$ cat src/rtl/axi3_nto1_arbiter.sv
// rtl/axi3_nto1_arbiter.sv - N-master to 1-slave AXI3 arbiter.
// Independent read/write arbiters with one outstanding burst per direction.
module axi3_nto1_arbiter #(
  parameter int NUM_MASTERS = 2,
  parameter int ID_W        = 4,
  parameter int ADDR_W      = 32,
  parameter int DATA_W      = 32,
  parameter int RR_MODE     = 1,
  localparam int STRB_W     = DATA_W / 8,
  localparam int AX_W       = ID_W + ADDR_W + 8 + 3 + 2 + 2 + 4 + 3,
  localparam int R_W        = ID_W + DATA_W + 3,
  localparam int W_W        = ID_W + DATA_W + STRB_W + 1,
  localparam int B_W        = ID_W + 2
) (
  input  logic                        clk,
  input  logic                        rst,
  input  logic [NUM_MASTERS*AX_W-1:0] s_ar_pl,
  input  logic [NUM_MASTERS-1:0]      s_arvalid,
  output logic [NUM_MASTERS-1:0]      s_arready,
  output logic [R_W-1:0]              s_r_pl,
  output logic [NUM_MASTERS-1:0]      s_rvalid,
  input  logic [NUM_MASTERS-1:0]      s_rready,
  input  logic [NUM_MASTERS*AX_W-1:0] s_aw_pl,
  input  logic [NUM_MASTERS-1:0]      s_awvalid,
  output logic [NUM_MASTERS-1:0]      s_awready,
  input  logic [NUM_MASTERS*W_W-1:0]  s_w_pl,
  input  logic [NUM_MASTERS-1:0]      s_wvalid,
  output logic [NUM_MASTERS-1:0]      s_wready,
  output logic [B_W-1:0]              s_b_pl,
  output logic [NUM_MASTERS-1:0]      s_bvalid,
  input  logic [NUM_MASTERS-1:0]      s_bready,
  output logic [AX_W-1:0]             m_ar_pl,
  output logic                        m_arvalid,
  input  logic                        m_arready,
  input  logic [R_W-1:0]              m_r_pl,
  input  logic                        m_rvalid,
  output logic                        m_rready,
  output logic [AX_W-1:0]             m_aw_pl,
  output logic                        m_awvalid,
  input  logic                        m_awready,
  output logic [W_W-1:0]              m_w_pl,
  output logic                        m_wvalid,
  input  logic                        m_wready,
  input  logic [B_W-1:0]              m_b_pl,
  input  logic                        m_bvalid,
  output logic                        m_bready
);

  localparam int GW = (NUM_MASTERS > 1) ? $clog2(NUM_MASTERS) : 1;

  typedef enum logic [1:0] {R_IDLE, R_ADDR, R_DATA} rstate_e;
  typedef enum logic [1:0] {W_IDLE, W_ADDR, W_DATA, W_RESP} wstate_e;

  rstate_e         rstate_q, rstate_d;
  wstate_e         wstate_q, wstate_d;
  logic [GW-1:0]   rgrant_q, rgrant_d, rptr_q, rptr_d;
  logic [GW-1:0]   wgrant_q, wgrant_d, wptr_q, wptr_d;

  // Pass 1 takes the first requester at or above ptr; pass 2 covers the wrap.
  function automatic logic [GW-1:0] arb(input logic [NUM_MASTERS-1:0] req,
                                        input logic [GW-1:0] ptr);
    logic [GW-1:0] g;
    logic          found;
    g     = '0;
    found = 1'b0;
    for (int i = 0; i < NUM_MASTERS; i++) begin
      if (!found && req[i] && (RR_MODE == 0 || GW'(i) >= ptr)) begin
        g     = GW'(i);
        found = 1'b1;
      end
    end
    for (int i = 0; i < NUM_MASTERS; i++) begin
      if (!found && req[i]) begin
        g     = GW'(i);
        found = 1'b1;
      end
    end
    return g;
  endfunction

  function automatic logic [GW-1:0] nxt(input logic [GW-1:0] g);
    return (g == GW'(NUM_MASTERS - 1)) ? '0 : g + GW'(1);
  endfunction

  always_ff @(posedge clk or negedge rst) begin
    if (!rst) begin
      rstate_q <= R_IDLE;
      wstate_q <= W_IDLE;
      rgrant_q <= '0;
      wgrant_q <= '0;
      rptr_q   <= '0;
      wptr_q   <= '0;
    end else begin
      rstate_q <= rstate_d;
      wstate_q <= wstate_d;
      rgrant_q <= rgrant_d;
      wgrant_q <= wgrant_d;
      rptr_q   <= rptr_d;
      wptr_q   <= wptr_d;
    end
  end

  always_comb begin
    rstate_d  = rstate_q;
    rgrant_d  = rgrant_q;
    rptr_d    = rptr_q;
    m_arvalid = 1'b0;
    m_ar_pl   = '0;
    s_arready = '0;
    s_rvalid  = '0;
    s_r_pl    = '0;
    m_rready  = 1'b0;
    case (rstate_q)
      R_IDLE: begin
        if (|s_arvalid) begin
          rgrant_d = arb(s_arvalid, rptr_q);
          rstate_d = R_ADDR;
        end
      end
      R_ADDR: begin
        m_arvalid = 1'b1;
        for (int i = 0; i < NUM_MASTERS; i++) begin
          if (rgrant_q == GW'(i)) begin
            m_ar_pl      = s_ar_pl[i*AX_W +: AX_W];
            s_arready[i] = m_arready;
          end
        end
        if (m_arready) rstate_d = R_DATA;
      end
      R_DATA: begin
        s_r_pl = m_r_pl;
        for (int i = 0; i < NUM_MASTERS; i++) begin
          if (rgrant_q == GW'(i)) begin
            s_rvalid[i] = m_rvalid;
            m_rready    = s_rready[i];
            if (m_rvalid && s_rready[i] && m_r_pl[0]) begin
              rstate_d = R_IDLE;
              if (RR_MODE != 0) rptr_d = nxt(rgrant_q);
            end
          end
        end
      end
      default: rstate_d = R_IDLE;
    endcase
  end

  // W beats are only forwarded from W_DATA, i.e. strictly after the AW handshake.
  always_comb begin
    wstate_d  = wstate_q;
    wgrant_d  = wgrant_q;
    wptr_d    = wptr_q;
    m_awvalid = 1'b0;
    m_aw_pl   = '0;
    s_awready = '0;
    m_wvalid  = 1'b0;
    m_w_pl    = '0;
    s_wready  = '0;
    s_bvalid  = '0;
    s_b_pl    = '0;
    m_bready  = 1'b0;
    case (wstate_q)
      W_IDLE: begin
        if (|s_awvalid) begin
          wgrant_d = arb(s_awvalid, wptr_q);
          wstate_d = W_ADDR;
        end
      end
      W_ADDR: begin
        m_awvalid = 1'b1;
        for (int i = 0; i < NUM_MASTERS; i++) begin
          if (wgrant_q == GW'(i)) begin
            m_aw_pl      = s_aw_pl[i*AX_W +: AX_W];
            s_awready[i] = m_awready;
          end
        end
        if (m_awready) wstate_d = W_DATA;
      end
      W_DATA: begin
        for (int i = 0; i < NUM_MASTERS; i++) begin
          if (wgrant_q == GW'(i)) begin
            m_w_pl      = s_w_pl[i*W_W +: W_W];
            m_wvalid    = s_wvalid[i];
            s_wready[i] = m_wready;
            if (s_wvalid[i] && m_wready && s_w_pl[i*W_W]) wstate_d = W_RESP;
          end
        end
      end
      W_RESP: begin
        s_b_pl = m_b_pl;
        for (int i = 0; i < NUM_MASTERS; i++) begin
          if (wgrant_q == GW'(i)) begin
            s_bvalid[i] = m_bvalid;
            m_bready    = s_bready[i];
            if (m_bvalid && s_bready[i]) begin
              wstate_d = W_IDLE;
              if (RR_MODE != 0) wptr_d = nxt(wgrant_q);
            end
          end
        end
      end
      default: wstate_d = W_IDLE;
    endcase
  end

endmodule
$ cat config.mk
export PLATFORM = sky130hd
export DESIGN_NAME = axi3_nto1_arbiter
export DESIGN_NICKNAME = d
export VERILOG_FILES = /design/src/rtl/axi3_nto1_arbiter.sv
export SDC_FILE = /design/constraint.sdc
export NUM_CORES = 1
export LEC_CHECK = 0
export BUFFER_PORTS_ARGS = -buffer_cell sky130_fd_sc_hd__buf_2
export CAP_MARGIN = 20
export CORE_AREA = 5 5 224 226
export CTS_BUF_LIST = sky130_fd_sc_hd__clkbuf_8
export DETAILED_ROUTE_END_ITERATION = 8
export DIE_AREA = 0 0 229 231
export PLACE_DENSITY = 0.36
export SYNTH_ARGS = -nofsm -noshare
export SYNTH_HDL_FRONTEND = slang
export SYNTH_SLANG_ARGS = --single-unit
$ cat constraint.sdc
create_clock -name clk -period 2.55 [get_ports clk]
set_input_delay 0.3825 -clock clk [delete_from_list [all_inputs] [get_ports clk]]
set_output_delay 0.3825 -clock clk [all_outputs]
set_load 0.1 [all_outputs]
==> impl_results.rst <==
.. list-table::
   :header-rows: 1

   * - Metric
     - Value
   * - Final worst clock skew
     - approximately 0.40 ps
   * - Chip Height
     - about 230 µm
   * - Deepest clock path buffer count
     - 2
   * - Final routed DRC violation total
     - 0
   * - Total global routing overflow
     - 0
   * - Dominant cell type by area after synthesis
     - mux2i_1
   * - Post-route ant nets
     - 0
   * - Fraction of synthesis flops using an asynchronous set or reset pin
     - 1.000
   * - Post-CTS setup buffer count
     - 0
   * - Clock period minus worst slack
     - around 2300 ps
   * - Average wire per standard cell
     - approximately 14 µm
   * - Count of flip-flops with a built-in enable after synthesis
     - 0
   * - Synthesized area
     - roughly 3300 µm²
   * - Number of antenna violations at the first check in global routing
     - 6
   * - Average cell area after synthesis
     - between 6 and 7 µm²
   * - Most frequently used flop master after synthesis
     - dfrtp_1
   * - Largest net degree at the start of global routing
     - 59
   * - Outcome
     - finished clean
   * - Unrepaired setup endpoints after global routing
     - no
   * - Net count after synthesis
     - between 800 and 900
   * - Final weighted congestion in routability-driven placement
     - about 0.86
   * - Achievable clock frequency
     - approximately 0.43 GHz
   * - TritonCTS clock tree
     - done
   * - Core box area
     - about 48000 µm²
   * - Final hold vios
     - 0
   * - First-pass GRT wire length
     - 32670 µm
   * - Vias in the first global route
     - around 5.8k
   * - Class of the most critical setup path
     - reg2out
   * - Post-cts resize count
     - 0
   * - Clk root buf
     - clkbuf_8
   * - # H-tree levels
     - 1
   * - Worst path arrival time
     - around 2000 ps
   * - Combined buffer and inverter count along the critical path
     - 1
   * - Placed instance count
     - ~1.7k
   * - Sum of net half-perimeters after detailed placement
     - slightly above 20000 µm
   * - # clock sinks
     - 8
   * - Die W
     - between 200 and 250 µm
   * - First drt pass iteration count
     - 4
   * - Worst slack at placement
     - 471.6 ps
   * - Area overhead of the layout relative to synthesis
     - 162.5%
   * - GRT Total Usage
     - 0.07771
   * - Fin crit share
     - 0.9132
   * - Critical Path, Cell by Cell
     - and2b_2 -> and2_1 -> buf_2
   * - Average vias per placed instance
     - about 3.3
   * - Area enclosed by the die boundary
     - 52900 µm²
   * - Drt total wl
     - between 20000 and 25000 µm
   * - Count of different cell masters after synthesis
     - 28
   * - Clock Pin Slew Worst Setup and Hold Paths
     - approximately 50 ps
   * - Post-Layout Cell Count
     - 1654
   * - CP Launch Type
     - register
   * - Flip-flop and latch count after synthesis
     - 8
   * - Critical Path Fanout Max
     - 43
   * - Num ports
     - ~590
   * - Initial Util
     - 0.06755
   * - Number of buffers inserted by port buffering
     - between 500 and 600
   * - Vias post-DR
     - between 5k and 6k
   * - YS warnings
     - 0
   * - Endpoint class of the critical path
     - primary output
   * - Cell with the largest stage delay on the worst path
     - and2b_2
   * - Number of buffers added to fix hold violations after cts
     - 0
   * - Cell family with the largest share of critical-path delay
     - simple AND/OR/NAND/NOR gates
   * - R2r setup slk
     - 1080 ps
   * - TritonCTS buffer count
     - 3
   * - Setup ws final
     - ~220 ps
   * - Number of rows created at floorplan
     - 81
   * - Ratio of cells with drive above 1 in the final layout
     - 0.6091
   * - Max-Cap Viols
     - 0
   * - Clk Latency, worst-skew pair
     - 240 ps
   * - Relative slew slack
     - 0.6159
   * - Sequential area share after synthesis
     - 0.06156
   * - Worst-Margin Slew
     - just under 600 ps
   * - Final core area utilization
     - 0.1773
   * - Slew Limit Fails
     - 0
   * - Layout Nets
     - between 1k and 1.5k
   * - Post-Route Setup TNS
     - 0 ps
   * - Hold WC Path Type
     - in2async
   * - CP max stage delay
     - 610 ps
   * - WP data required
     - ~2200 ps
   * - Detailed router's first-iteration violation count
     - ~120
   * - Synth area leaders
     - mux2i_1 49%, nor2_1 19%, and2_1 7.5%, dfrtp_1 6.2%, buf_4 3.0%
   * - Final number of setup-violating endpoints
     - 0
   * - Proportion of netlist area held by the largest area contributor
     - 0.4925
   * - Syn Inst Count
     - 468
## Yosys cell counts (3+ instances only)
master      n
nor2_1    167
mux2i_1   160
and2_1     39
buf_4      13
clkbuf_1   11
and3_1     10
buf_2      10
buf_6       8
dfrtp_1     8
nand2_1     7
a21oi_1     5
inv_1       5
nand2b_1    3
nor3_1      3
o21ai_0     3
## registers in the layout, indices dropped and copies added (netlist names)
signal,count
rptr_q,1
rgrant_q,1
wgrant_q,1
wstate_q,2
wptr_q,1
rstate_q,2
## logic make-up after synthesis
logic type,Yosys count,share of synthesized area
buf+inv,49,0.09542
simple gates,236,0.3217
mux,160,0.4925
flops,8,0.06156
compound gates,15,0.02885
## layer usage
layer / track usage / share of wire / up-vias
li1: - / - / 2703
met1: 0.08308 / 0.36 / 2384
met2: 0.1480 / 0.52 / 353
met3: 0.02374 / 0.091 / 26
met4: 0.02048 / 0.024 / 2
met5: 0 / 0.00088 / -
## layout make-up
| cell class | count | area [µm²] |
|---|---|---|
| fillers | 5432 | 39600 |
| inverters | 5 | 18.77 |
| multi-input cells | 411 | 2794 |
| clock buffers | 3 | 41.29 |
| repair buffers | 604 | 4695 |
| diodes | 1 | 2.502 |
| flip-flops and latches | 8 | 207.7 |
| well taps | 622 | 778.2 |
## per-stage QoR
step | hold WS (ps) | cell area, µm²
after floorplan | 86.91 | 3297
after global placement | 288.1 | 8493
after detailed placement | 289.5 | 8493
after CTS | 13.68 | 8534
after global routing | 16.83 | 8534
final | 22.17 | 8537
## worst paths after layout
path / from / to / cells past startpoint
worst max register to register: rstate_q[0] / rptr_q / 3
max in group asynchronous: rst / wgrant_q / 1
worst max-delay path: rstate_q[0] / s_r_pl[10] / 3
worst min register to register: rstate_q[1] / rstate_q[0] / 1
worst min-delay path: rst / rgrant_q / 1
min in group clk: s_awvalid[0] / wgrant_q / 2
## cell usage in the layout (no fill, tap or decap), types with 5 or more instances in the layout
cell,Yosys,final
buf_2,10,486
mux2i_1,160,160
nor2_1,167,156
buf_12,0,110
and2_1,39,39
nor2_2,0,10
and3_1,10,8
buf_4,13,8
nand2_1,7,7
dfrtp_1,8,6
inv_1,5,5
a21oi_1,5,5
Power is left out: the tool's default activity adds up to more than one toggle a clock period on the data nets, which glitch-free logic cannot reach.
